[config.mk]
export PLATFORM = sky130hd
export DESIGN_NAME = uart_tx
export DESIGN_NICKNAME = d
export VERILOG_FILES = /design/src/rtl/uart_pkg.sv /design/src/rtl/uart_baud_gen.sv /design/src/rtl/uart_tx.sv
export SDC_FILE = /design/constraint.sdc
export NUM_CORES = 1
export LEC_CHECK = 0
export CAP_MARGIN = 10
export CELL_PAD_IN_SITES_DETAIL_PLACEMENT = 1
export CELL_PAD_IN_SITES_GLOBAL_PLACEMENT = 1
export CORE_ASPECT_RATIO = 0.8
export CORE_MARGIN = 2
export CORE_UTILIZATION = 46
export CTS_CLUSTER_DIAMETER = 50
export DETAILED_ROUTE_END_ITERATION = 12
export PLACE_DENSITY = 0.91
export SETUP_SLACK_MARGIN = 0.4
export SLEW_MARGIN = 20
export SYNTH_ARGS = -nofsm -noshare
export SYNTH_HDL_FRONTEND = slang
export SYNTH_SLANG_ARGS = --single-unit
[constraint.sdc]
create_clock -name clk -period 3.49 [get_ports clk]
set_clock_uncertainty 0.2 [all_clocks]
set_input_delay 0.698 -clock clk [delete_from_list [all_inputs] [get_ports clk]]
set_output_delay 0.698 -clock clk [all_outputs]
set_load 0.03 [all_outputs]
[src/rtl/uart_pkg.sv]
// ---------------------------------------------------------------------------
// uart_pkg : frame-level types and constants shared by the UART TX/RX blocks
// Revision : 1.0
// ---------------------------------------------------------------------------
`default_nettype none

package uart_pkg;

  localparam int DATA_BITS = 8;

  typedef enum logic [2:0] {
    IDLE   = 3'd0,
    START  = 3'd1,
    DATA   = 3'd2,
    PARITY = 3'd3,
    STOP   = 3'd4
  } uart_state_e;

  // Clock cycles from frame accept to frame completion.
  function automatic int frame_clks(input int clks_per_bit, input int parity_en,
                                    input int stop_bits);
    return clks_per_bit * (1 + DATA_BITS + parity_en + stop_bits);
  endfunction

endpackage

`default_nettype wire

[src/rtl/uart_baud_gen.sv]
// ---------------------------------------------------------------------------
// uart_baud_gen : bit-period counter, ticks once every CLKS_PER_BIT cycles
// Revision      : 1.0
// ---------------------------------------------------------------------------
`default_nettype none

module uart_baud_gen #(
  parameter int CLKS_PER_BIT = 16
) (
  input  logic clk,
  input  logic rst_n,
  input  logic run,
  output logic bit_tick
);

  localparam int CW = (CLKS_PER_BIT > 1) ? $clog2(CLKS_PER_BIT) : 1;
  localparam logic [CW-1:0] LAST_CNT = CW'(CLKS_PER_BIT - 1);

  logic [CW-1:0] cnt_q, cnt_d;

  always_comb begin
    cnt_d = '0;
    if (run && (cnt_q != LAST_CNT)) begin
      cnt_d = cnt_q + CW'(1);
    end
  end

  always_ff @(posedge clk or negedge rst_n) begin
    if (!rst_n) begin
      cnt_q <= '0;
    end else begin
      cnt_q <= cnt_d;
    end
  end

  assign bit_tick = run && (cnt_q == LAST_CNT);

endmodule

`default_nettype wire

[src/rtl/uart_tx.sv]
// ---------------------------------------------------------------------------
// uart_tx  : edge-triggered UART transmitter, LSB first, optional parity
// Revision : 1.0
// ---------------------------------------------------------------------------
`default_nettype none

module uart_tx
  import uart_pkg::*;
#(
  parameter int CLKS_PER_BIT = 16,
  parameter int PARITY_EN    = 0,
  parameter int PARITY_ODD   = 0,
  parameter int STOP_BITS    = 1
) (
  input  logic       clk,
  input  logic       rst_n,
  input  logic       tx_en,
  input  logic       txStart,
  input  logic [7:0] txData,
  output logic       tx,
  output logic       busy,
  output logic       txDone
);

  localparam int IW = $clog2(DATA_BITS);
  localparam logic [IW-1:0] LAST_BIT  = IW'(DATA_BITS - 1);
  localparam logic          LAST_STOP = (STOP_BITS == 2);
  localparam logic          ODD       = (PARITY_ODD != 0);

  uart_state_e          state_q, state_d;
  logic [DATA_BITS-1:0] shift_q, shift_d;
  logic [IW-1:0]        bit_idx_q, bit_idx_d;
  logic                 stop_idx_q, stop_idx_d;
  logic                 parity_q, parity_d;
  logic                 start_q;
  logic                 tx_q, tx_d;
  logic                 busy_q, busy_d;
  logic                 done_q, done_d;
  logic                 start_rise;
  logic                 bit_tick;
  logic                 run;

  assign start_rise = txStart & ~start_q;
  // Dropping tx_en also clears the baud counter on the abort edge.
  assign run        = (state_q != IDLE) && tx_en;

  uart_baud_gen #(
    .CLKS_PER_BIT(CLKS_PER_BIT)
  ) u_baud (
    .clk     (clk),
    .rst_n   (rst_n),
    .run     (run),
    .bit_tick(bit_tick)
  );

  always_comb begin
    state_d    = state_q;
    shift_d    = shift_q;
    bit_idx_d  = bit_idx_q;
    stop_idx_d = stop_idx_q;
    parity_d   = parity_q;
    done_d     = 1'b0;

    if (state_q == IDLE) begin
      if (tx_en && start_rise) begin
        shift_d    = txData;
        parity_d   = (^txData) ^ ODD;
        bit_idx_d  = '0;
        stop_idx_d = 1'b0;
        state_d    = START;
      end
    end else if (!tx_en) begin
      state_d = IDLE;
    end else if (bit_tick) begin
      case (state_q)
        START: begin
          bit_idx_d = '0;
          state_d   = DATA;
        end
        DATA: begin
          shift_d = {1'b0, shift_q[DATA_BITS-1:1]};
          if (bit_idx_q == LAST_BIT) begin
            state_d = (PARITY_EN != 0) ? PARITY : STOP;
          end else begin
            bit_idx_d = bit_idx_q + IW'(1);
          end
        end
        PARITY: begin
          stop_idx_d = 1'b0;
          state_d    = STOP;
        end
        STOP: begin
          if (stop_idx_q == LAST_STOP) begin
            state_d = IDLE;
            done_d  = 1'b1;
          end else begin
            stop_idx_d = 1'b1;
          end
        end
        default: state_d = IDLE;
      endcase
    end

    // Line level follows the state being entered so every output is a flop.
    case (state_d)
      START:   tx_d = 1'b0;
      DATA:    tx_d = shift_d[0];
      PARITY:  tx_d = parity_d;
      default: tx_d = 1'b1;
    endcase
    busy_d = (state_d != IDLE);
  end

  always_ff @(posedge clk or negedge rst_n) begin
    if (!rst_n) begin
      state_q    <= IDLE;
      shift_q    <= '0;
      bit_idx_q  <= '0;
      stop_idx_q <= 1'b0;
      parity_q   <= 1'b0;
      start_q    <= 1'b0;
      tx_q       <= 1'b1;
      busy_q     <= 1'b0;
      done_q     <= 1'b0;
    end else begin
      state_q    <= state_d;
      shift_q    <= shift_d;
      bit_idx_q  <= bit_idx_d;
      stop_idx_q <= stop_idx_d;
      parity_q   <= parity_d;
      start_q    <= txStart;
      tx_q       <= tx_d;
      busy_q     <= busy_d;
      done_q     <= done_d;
    end
  end

  assign tx     = tx_q;
  assign busy   = busy_q;
  assign txDone = done_q;

endmodule

`default_nettype wire

# ---- After elaboration in Yosys (flattened, before gate mapping)
# Cells that the tools add are included.
dict set report totals {
  reg_bits 24
  output_inout_bits 3
  input_bits 12
  elab_cells 76
}
dict set report classes {
  bitwise_logic 2
  add_sub_neg 2
  muxes 33
  eq_ne 12
  reduce_logical 16
}
# op n
set ops {}
lappend ops {{2-to-1 mux 8 bit} 5}
lappend ops {{2-to-1 mux 3 bit} 11}
lappend ops {{equality test 3 x 2 -> 1 bit, second input constant} 4}
lappend ops {{2-to-1 mux 1 bit} 12}
lappend ops {{case mux 3 bit (4 select lines)} 1}
lappend ops {{nonzero test 3 bit} 4}
lappend ops {{AND reduction 4 bit} 2}
lappend ops {{parity 8 bit} 1}
lappend ops {{equality test 3 x 1 -> 1 bit, second input constant} 2}
lappend ops {{equality test 3 bit, second input constant} 2}
lappend ops {{case mux 3 bit (2 select lines)} 1}
lappend ops {{nonzero test 2 bit} 3}
lappend ops {{AND reduction 5 bit} 1}
lappend ops {{adder 4 x 1 -> 4 bit, second input constant} 1}
lappend ops {{equality test 4 bit, second input constant} 1}
lappend ops {{logical AND 1 bit} 4}
lappend ops {{2-to-1 mux 4 bit} 1}
lappend ops {{inequality test 4 bit, second input constant} 1}
lappend ops {{adder 3 x 1 -> 3 bit, second input constant} 1}
lappend ops {{logical NOT 3 bit} 1}
lappend ops {{inequality test 3 bit, second input constant} 1}
lappend ops {{case mux 1 bit (3 select lines)} 1}
lappend ops {{inequality test 2 x 1 -> 1 bit, second input constant} 1}
lappend ops {{case mux 1 bit (2 select lines)} 1}
lappend ops {{2 further kinds} 2}

# ---- Longest topological paths before layout
# Gate-level depths: netlist of the first run.
dict set report depth {
  ltp_word 8
  mapped_depth 8
  ltp_nobuf 7
}

# ---- Modules after synthesis
# A second synthesis of the first run with hierarchy kept.
dict set report hier_totals {
  hier_cells 113
  area_unflattened_um2 1239.9
}
# mod seq_area_each_um2 cells_per_inst area_per_inst_um2 instances
set by_module_without_submodules {}
lappend by_module_without_submodules {uart_tx 501.7 95 1056.0 1}
lappend by_module_without_submodules {uart_baud_gen 100.1 18 183.9 1}

# ---- Worst setup path before layout of the first run
# No wires, ideal clock.
dict set report synth_timing {
  kind {flip-flop to flip-flop}
  startpoint {register state_q[0]}
  endpoint {register shift_q[7]}
  setup_ns 0.121
  arrival_time_ns 1.451
  stages_incl_launch_ff 8
  n_path_buf 3
  path_slack_ns 1.718
  path_cell_list {dfrtp_1 > buf_6 > or3_1 > buf_6 > nor2_4 > buf_6 > nor2_4 > a22o_1}
}
dict set report synth_via {
  elab_chain_len 5
  word_cells_on_any_way 11
}
# element line_no
set synth_rtl {}
lappend synth_rtl {{from (decl)} uart_tx.sv:30} ;# uart_state_e state_q, state_d;
lappend synth_rtl {{from (signal assigned)} uart_tx.sv:126} ;# state_q <= state_d;
lappend synth_rtl {{nonzero test 3 bit} uart_tx.sv:45} ;# assign run = (state_q != IDLE) && tx_en;
lappend synth_rtl {{logical AND 1 bit} uart_tx.sv:45}
lappend synth_rtl {{logical AND 1 bit} uart_baud_gen.sv:36} ;# assign bit_tick = run && (cnt_q == LAST_CNT);
lappend synth_rtl {{nonzero test 2 bit (no line)} --}
lappend synth_rtl {{AND reduction 4 bit (no line)} --}
lappend synth_rtl {{to (signal assigned)} uart_tx.sv:127} ;# shift_q <= shift_d;
lappend synth_rtl {{to (decl)} uart_tx.sv:31} ;# logic [DATA_BITS-1:0] shift_q, shift_d;
# Several ways; a longest one is shown, not always the timed one.
# A chain may end at the register's enable or synchronous reset.

# ---- Final worst setup path of the first run
dict set report layout_timing {
  startpoint {register tx_q, in the netlist tx}
  endpoint {output port tx}
}
# element line_no
set layout_rtl {}
lappend layout_rtl {{from (decl)} uart_tx.sv:36} ;# logic tx_q, tx_d;
lappend layout_rtl {{from (signal assigned)} uart_tx.sv:132} ;# tx_q <= tx_d;
lappend layout_rtl {{to (decl)} uart_tx.sv:20} ;# output logic tx,
# No word-level cell between the ends.

==> flow_summary.ini, run 1 <==
[placed_design]
place.gp.congestion = 0.7667
port_buffers = 14
place_inst = 163
dpl.hpwl_mm = 2.199

[min_path]
whs_endpoint = u_baud.cnt_q[0]
hold_path_class = register to register
min_from = u_baud.cnt_q[0]
hold_depth = 1

[final_layout]
syn_to_final_growth_pct = 16.88
drive_gt1_share_pct = 15.27
multi_input_area_um2 = 598.1
regArea_um2 = 601.8
fin_nets = 147
fillers = 286
final_cells = 167
finish.utilization_pct = 58.04
antenna_cells = 0

[pwr]
vdd_ir_drop_max_mv = 0.3360
leakage_nw = 0.6878
power_density_nw_per_um2 = 428.7

[timing]
max_slew_margin_pct = 68.63
totalNegativeSetupSlack_ns = 0
min_period_ns = 2.426
maxSlewViolCount = 0
clock.fmax_mhz = 412.3
rsz0062_at_grt = no
finalHoldViolations = 0
tightest_slew_ns = 0.4656
finalSetupViolCount = 0
holdWs_ns = 0.2750
finalCritPeriodShare_pct = 69.50

[clocking]
clk_pin_slew_ns = 0.13
cts-root-buf = clkbuf_4
cts_sinks = 24
cts_resized = 0
postCtsSetupRepairBufs = 0
cts-htree-levels = 1
cts_hold_buf = 0
cts_tree = yes
cts_buffers = 3
insertion_delay_ns = 0.32
clk_path_buf_depth = 2

[routing]
wl_per_cell_um = 17.05
routed_via_density = 5.473
drt_wl_total_mm = 2.848
drc_errors = 0
drtPass1Iterations = 4
via_count = 914
drtIter0Drc = 17
antenna_left = 0

[global_route]
grt_max_degree = 25
grt_pass1_vias = 1002
grt_pass1_wl_mm = 4.919
grt.overflow.total = 0
antenna_found_initial = 0
track_usage_pct = 20.59

[worst_setup_path]
ff2ff_setup_slack_ns = 1.33
path_delay_family = buffers and inverters
worst-path-buf-inv = 1
critical_path_arrival_ns = 1.53
critical_path_class = register to output port
crit_fanout = 1
r2r-end = tx
end_kind = output port
start_kind = register
reg2regPathDepth = 5
timing.rr.start = state_q[0]
worstPathRequired_ns = 2.59
cp_slowest_cell = clkdlybuf4s50_1
cpPeakStageDelay_ns = 0.66
cp_cell_sequence = clkdlybuf4s50_1

[run]
maxCapViolations = 0

[logic_synthesis]
synth-simple-area-share_pct = 23.38
synth_area_um2 = 1252
yosysMostFrequentCell = dfrtp_1
syn_nets = 130
synth_top_area_cell = dfrtp_1
netlist_top_cells_count = 23 x dfrtp_1, 18 x nand2_1, 7 x xnor2_1
yosysUniqueCellTypes = 37
synthAdderAreaFrac_pct = 2.997
ys.flop_type = dfrtp_1
ys_ff_latch = 24
synth_top_family_by_area = simple AND/OR/NAND/NOR gates
synth_edf_count = 0
synthCells = 115
synthMuxAreaShare_pct = 0.7992
synth-seq-area-share_pct = 48.05
synth_xor_area_share_pct = 6.294
yosys_warnings = 0
synthArstFlopShare_pct = 100.0
synth_area_leaders = dfrtp_1 46%, nand2_1 5.4%, xnor2_1 4.9%, a22oi_1 3.6%, ha_1 3.0%
syn_area_per_cell_um2 = 10.89
synth_top_area_share_pct = 45.95
synth_compound_area_share_pct = 14.29

[floorplanning]
die_width_um = 62.34
initial_core_util_pct = 49.65
die_y_um = 50.67
num_io_pins = 15
die_area_um2 = 3159
coreArea_um2 = 2522
fp-row-count = 16

[status]
outcome = completed
-- power breakdown --
part / internal, mW / total, mW / leakage (nW) / switching (mW)
clock network: 0.116 / 0.204 / 0.0279 / 0.0873
logic: 0.0452 / 0.0979 / 0.347 / 0.0527
registers: 0.306 / 0.326 / 0.313 / 0.0197
total: 0.468 / 0.628 / 0.688 / 0.160
-- sequential cells by signal, indices dropped and copies added, names as in the netlist, 3 cells and up --
register      flops
state_q           3
shift_q           8
bit_idx_q         3
u_baud.cnt_q      4
-- how the worst max path moves through the flow --
| stage | depth (start not counted) | slack (ns) | startpoint | to |
|---|---|---|---|---|
| after global routing | 1 | 1.0 | tx | tx |
| final | 1 | 1.06 | tx | tx |
| after global placement | 6 | 0.95 | tx_en | tx |
| after detailed placement | 6 | 0.84 | tx_en | tx |
| after CTS | 1 | 1.04 | tx | tx |
| after floorplan | 7 | 1.72 | state_q[0] | shift_q[7] |
-- metal layers --
| layer | track usage, % | part of all wire [%] | vias to the layer above |
|---|---|---|---|
| li1 | - | - | 436 |
| met1 | 25.43 | 43 | 453 |
| met2 | 38.04 | 52 | 23 |
| met3 | 4.484 | 4.2 | 2 |
| met4 | 3.333 | 0.42 | 0 |
| met5 | 0 | 0 | - |
-- layout make-up --
class | instances | area share (%)
clock buffer | 3 | 1.538
clock inverter | 1 | 2.051
inverter | 5 | 1.282
multi-input combinational | 83 | 40.85
sequential | 24 | 41.11
tap | 36 | 3.077
timing repair buffer | 15 | 10.09
-- through the flow --
step                      area, µm²  total power [mW]  setup slack, ns
final                          1464            0.6276            1.064
after detailed placement       1411            0.4294           0.8385
after floorplan                1252            0.3886            1.718
after global routing           1464            0.6576           0.9988
after global placement         1411            0.4200           0.9487
after CTS                      1464            0.6346            1.039
-- kinds of logic (layout without fill, tap and decap cells) --
| group | Yosys count | count (layout) |
|---|---|---|
| xor+xnor | 9 | 9 |
| fa+ha+maj | 3 | 3 |
| simple gates | 46 | 46 |
| buf+inv | 8 | 24 |
| flops | 24 | 24 |
| compound gates | 24 | 24 |
| mux | 1 | 1 |
-- placed cells by master (no fill, tap or decap), drive strengths merged --
| cell | instances |
|---|---|
| ha | 3 |
| nand3b | 2 |
| clkdlybuf4s50 | 14 |
| bufinv | 1 |
| a22o | 1 |
| o211ai | 1 |
| o21a | 2 |
| or3b | 1 |
| xor2 | 2 |
| nor3b | 1 |
| and3 | 1 |
| a21boi | 1 |
| dfrtp | 23 |
| buf | 1 |
| dfstp | 1 |
| clkbuf | 3 |
| nor3 | 3 |
| xnor2 | 7 |
| nor2 | 9 |
| a21oi | 2 |
| o21ai | 6 |
| o221ai | 1 |
| nor4b | 2 |
| nand3 | 5 |
| nand4 | 1 |
| nand2b | 1 |
| a22oi | 6 |
| nand2 | 18 |
| inv | 5 |
| a21o | 1 |
| a31o | 1 |
| o22ai | 2 |
| mux2i | 1 |
| or3 | 2 |
(Power assumes the default switching activity.)
==> inputs of run 2 (changes only) <==
CORE_UTILIZATION = 43   (was 46)
PLACE_DENSITY = 0.87   (was 0.91)
clock period = 2.5 ns   (was 3.49 ns; I/O delays follow)
==> run 2 against run 1 <==
Setup slack worse by 0.61 ns. Sequential power is 39% higher. Clock power is 40% higher. Count of clock-buffer cells in the layout stayed put. Cell count is 2.4% higher. Core utilization is 4.3 points lower. Critical path depth stayed put.
==> flow_summary.ini, run 2 (same netlist as run 1, synthesis figures left out) <==
[routing]
wirelength_met1_mm = 1.170
drc_errors = 0
met2_length_mm = 1.363
drtIter0Drc = 12
topRoutingLayerUsed = met4
drt_wl_total_mm = 2.675
antenna_left = 0
route.met3.wl_um = 103
routed_via_density = 5.368
wl_per_cell_um = 15.64
drtPass1Iterations = 4
via_count = 918

[clocking]
cts-htree-levels = 1
cts_sinks = 24
clk_pin_slew_ns = 0.13
insertion_delay_ns = 0.32
cts_buffers = 3
clk_path_buf_depth = 2
cts-root-buf = clkbuf_4
cts_tree = yes

[global_route]
antenna_found_initial = 0
grt_pass1_vias = 1023
grt.overflow.total = 0
track_usage_pct = 19.00
grt_max_degree = 25
grt_pass1_wl_mm = 4.698

[floorplanning]
die_area_um2 = 3363
num_io_pins = 15
die_y_um = 52.27
die_width_um = 64.34
coreArea_um2 = 2765
fp-row-count = 17
initial_core_util_pct = 45.29

[timing]
min_period_ns = 2.046
tightest_slew_ns = 0.4814
max_slew_margin_pct = 67.84
finalSetupViolCount = 0
clock.fmax_mhz = 488.7
maxSlewViolCount = 0
totalNegativeSetupSlack_ns = 0
holdWs_ns = 0.2798
finalHoldViolations = 0
finalCritPeriodShare_pct = 81.85
rsz0062_at_grt = no

[run]
maxCapViolations = 0

[final_layout]
final_cells = 171
drive_gt1_share_pct = 17.29
reg_top3 = shift_q x8, u_baud.cnt_q x4
largest_reg_flops = 8
antenna_cells = 0
final_cell_mix = 23 x dfrtp_1, 18 x nand2_1, 13 x clkdlybuf4s50_1
fin_nets = 149
regMostFlops = shift_q
syn_to_final_growth_pct = 18.68
final_common_cell = dfrtp_1

[worst_setup_path]
end_kind = output port
start_kind = register
crit_fanout = 1
critical_path_class = register to output port
worst-path-buf-inv = 1
cpPeakStageDelay_ns = 0.67
path_delay_family = buffers and inverters
critical_path_arrival_ns = 1.35
cp_cell_sequence = clkdlybuf4s50_1
cp_slowest_cell = clkdlybuf4s50_1
worstPathRequired_ns = 1.80

[pwr]
clockPowerShare_pct = 32.7
vdd_ir_drop_max_mv = 0.3963
seq_power_share_pct = 51.9
p_sw_share_pct = 25.11
internal_power_mw = 0.6542
leakage_nw = 0.6977
power_density_nw_per_um2 = 587.7
p_comb_share_pct = 15.4
p_sw_mw = 0.2193

[min_path]
hold_path_class = register to register

[placed_design]
dpl.hpwl_mm = 2.082
place_inst = 167
port_buffers = 14
place.gp.congestion = 0.7478

[status]
outcome = completed
-- run 2: path summary, 6_finish.rpt --
| kind | from | to | slack [ns] | cells past startpoint |
|---|---|---|---|---|
| worst max-delay path | busy | busy | 0.45 | 1 |
| worst min register to register | u_baud.cnt_q[0] | u_baud.cnt_q[0] | 0.28 | 1 |
| max in group asynchronous | rst_n | tx | 1.50 | 2 |
| worst min-delay path | u_baud.cnt_q[0] | u_baud.cnt_q[0] | 0.28 | 1 |
| min in group asynchronous | rst_n | start_q | 0.31 | 2 |
| worst max register to register | bit_idx_q[0] | tx | 0.56 | 7 |
-- run 2: stage by stage --
step | total power [mW] | setup WS [ns] | utilization (%) | cell area, µm²
after floorplan | 0.5425 | 0.7279 | - | 1252
after global placement | 0.5866 | 0.3248 | 51.67 | 1429
after detailed placement | 0.5977 | 0.2505 | 51.67 | 1429
after CTS | 0.8816 | 0.4463 | 53.53 | 1480
after global routing | 0.9184 | 0.4105 | 53.76 | 1486
final | 0.8736 | 0.4538 | 53.76 | 1486
-- run 2: layout make-up --
type / instances / area (µm²)
flip-flops and latches: 24 / 601.8
well taps: 38 / 47.55
clock buffers: 3 / 22.52
clock inverters: 1 / 30.03
multi-input cells: 83 / 604.3
repair buffers: 17 / 161.4
inverters: 5 / 18.77
fillers: 309 / 1279
-- run 2: metal layers --
metal	GRT usage [%]	up-vias
li1	-	438
met1	21.17	458
met2	35.59	17
met3	4.946	5
met4	6.383	0
met5	0	-
-- run 2: timing repair --
action                     in CTS  in global routing
setup buffers                   0                  0
setup endpoints to repair       1                  2
pin swaps                       0                  0
gates resized for setup         1                  3
gates cloned                    0                  0
hold buffers                    0                  0
-- run 2: power groups by stage --
stage                     Sequential [mW]  Clock [mW]  Combinational, mW
final                               0.453       0.286              0.135
after global routing                0.459       0.309              0.150
after CTS                           0.453       0.291              0.137
after detailed placement            0.461           0              0.137
after global placement              0.457           0              0.129
after floorplan                     0.456           0             0.0860
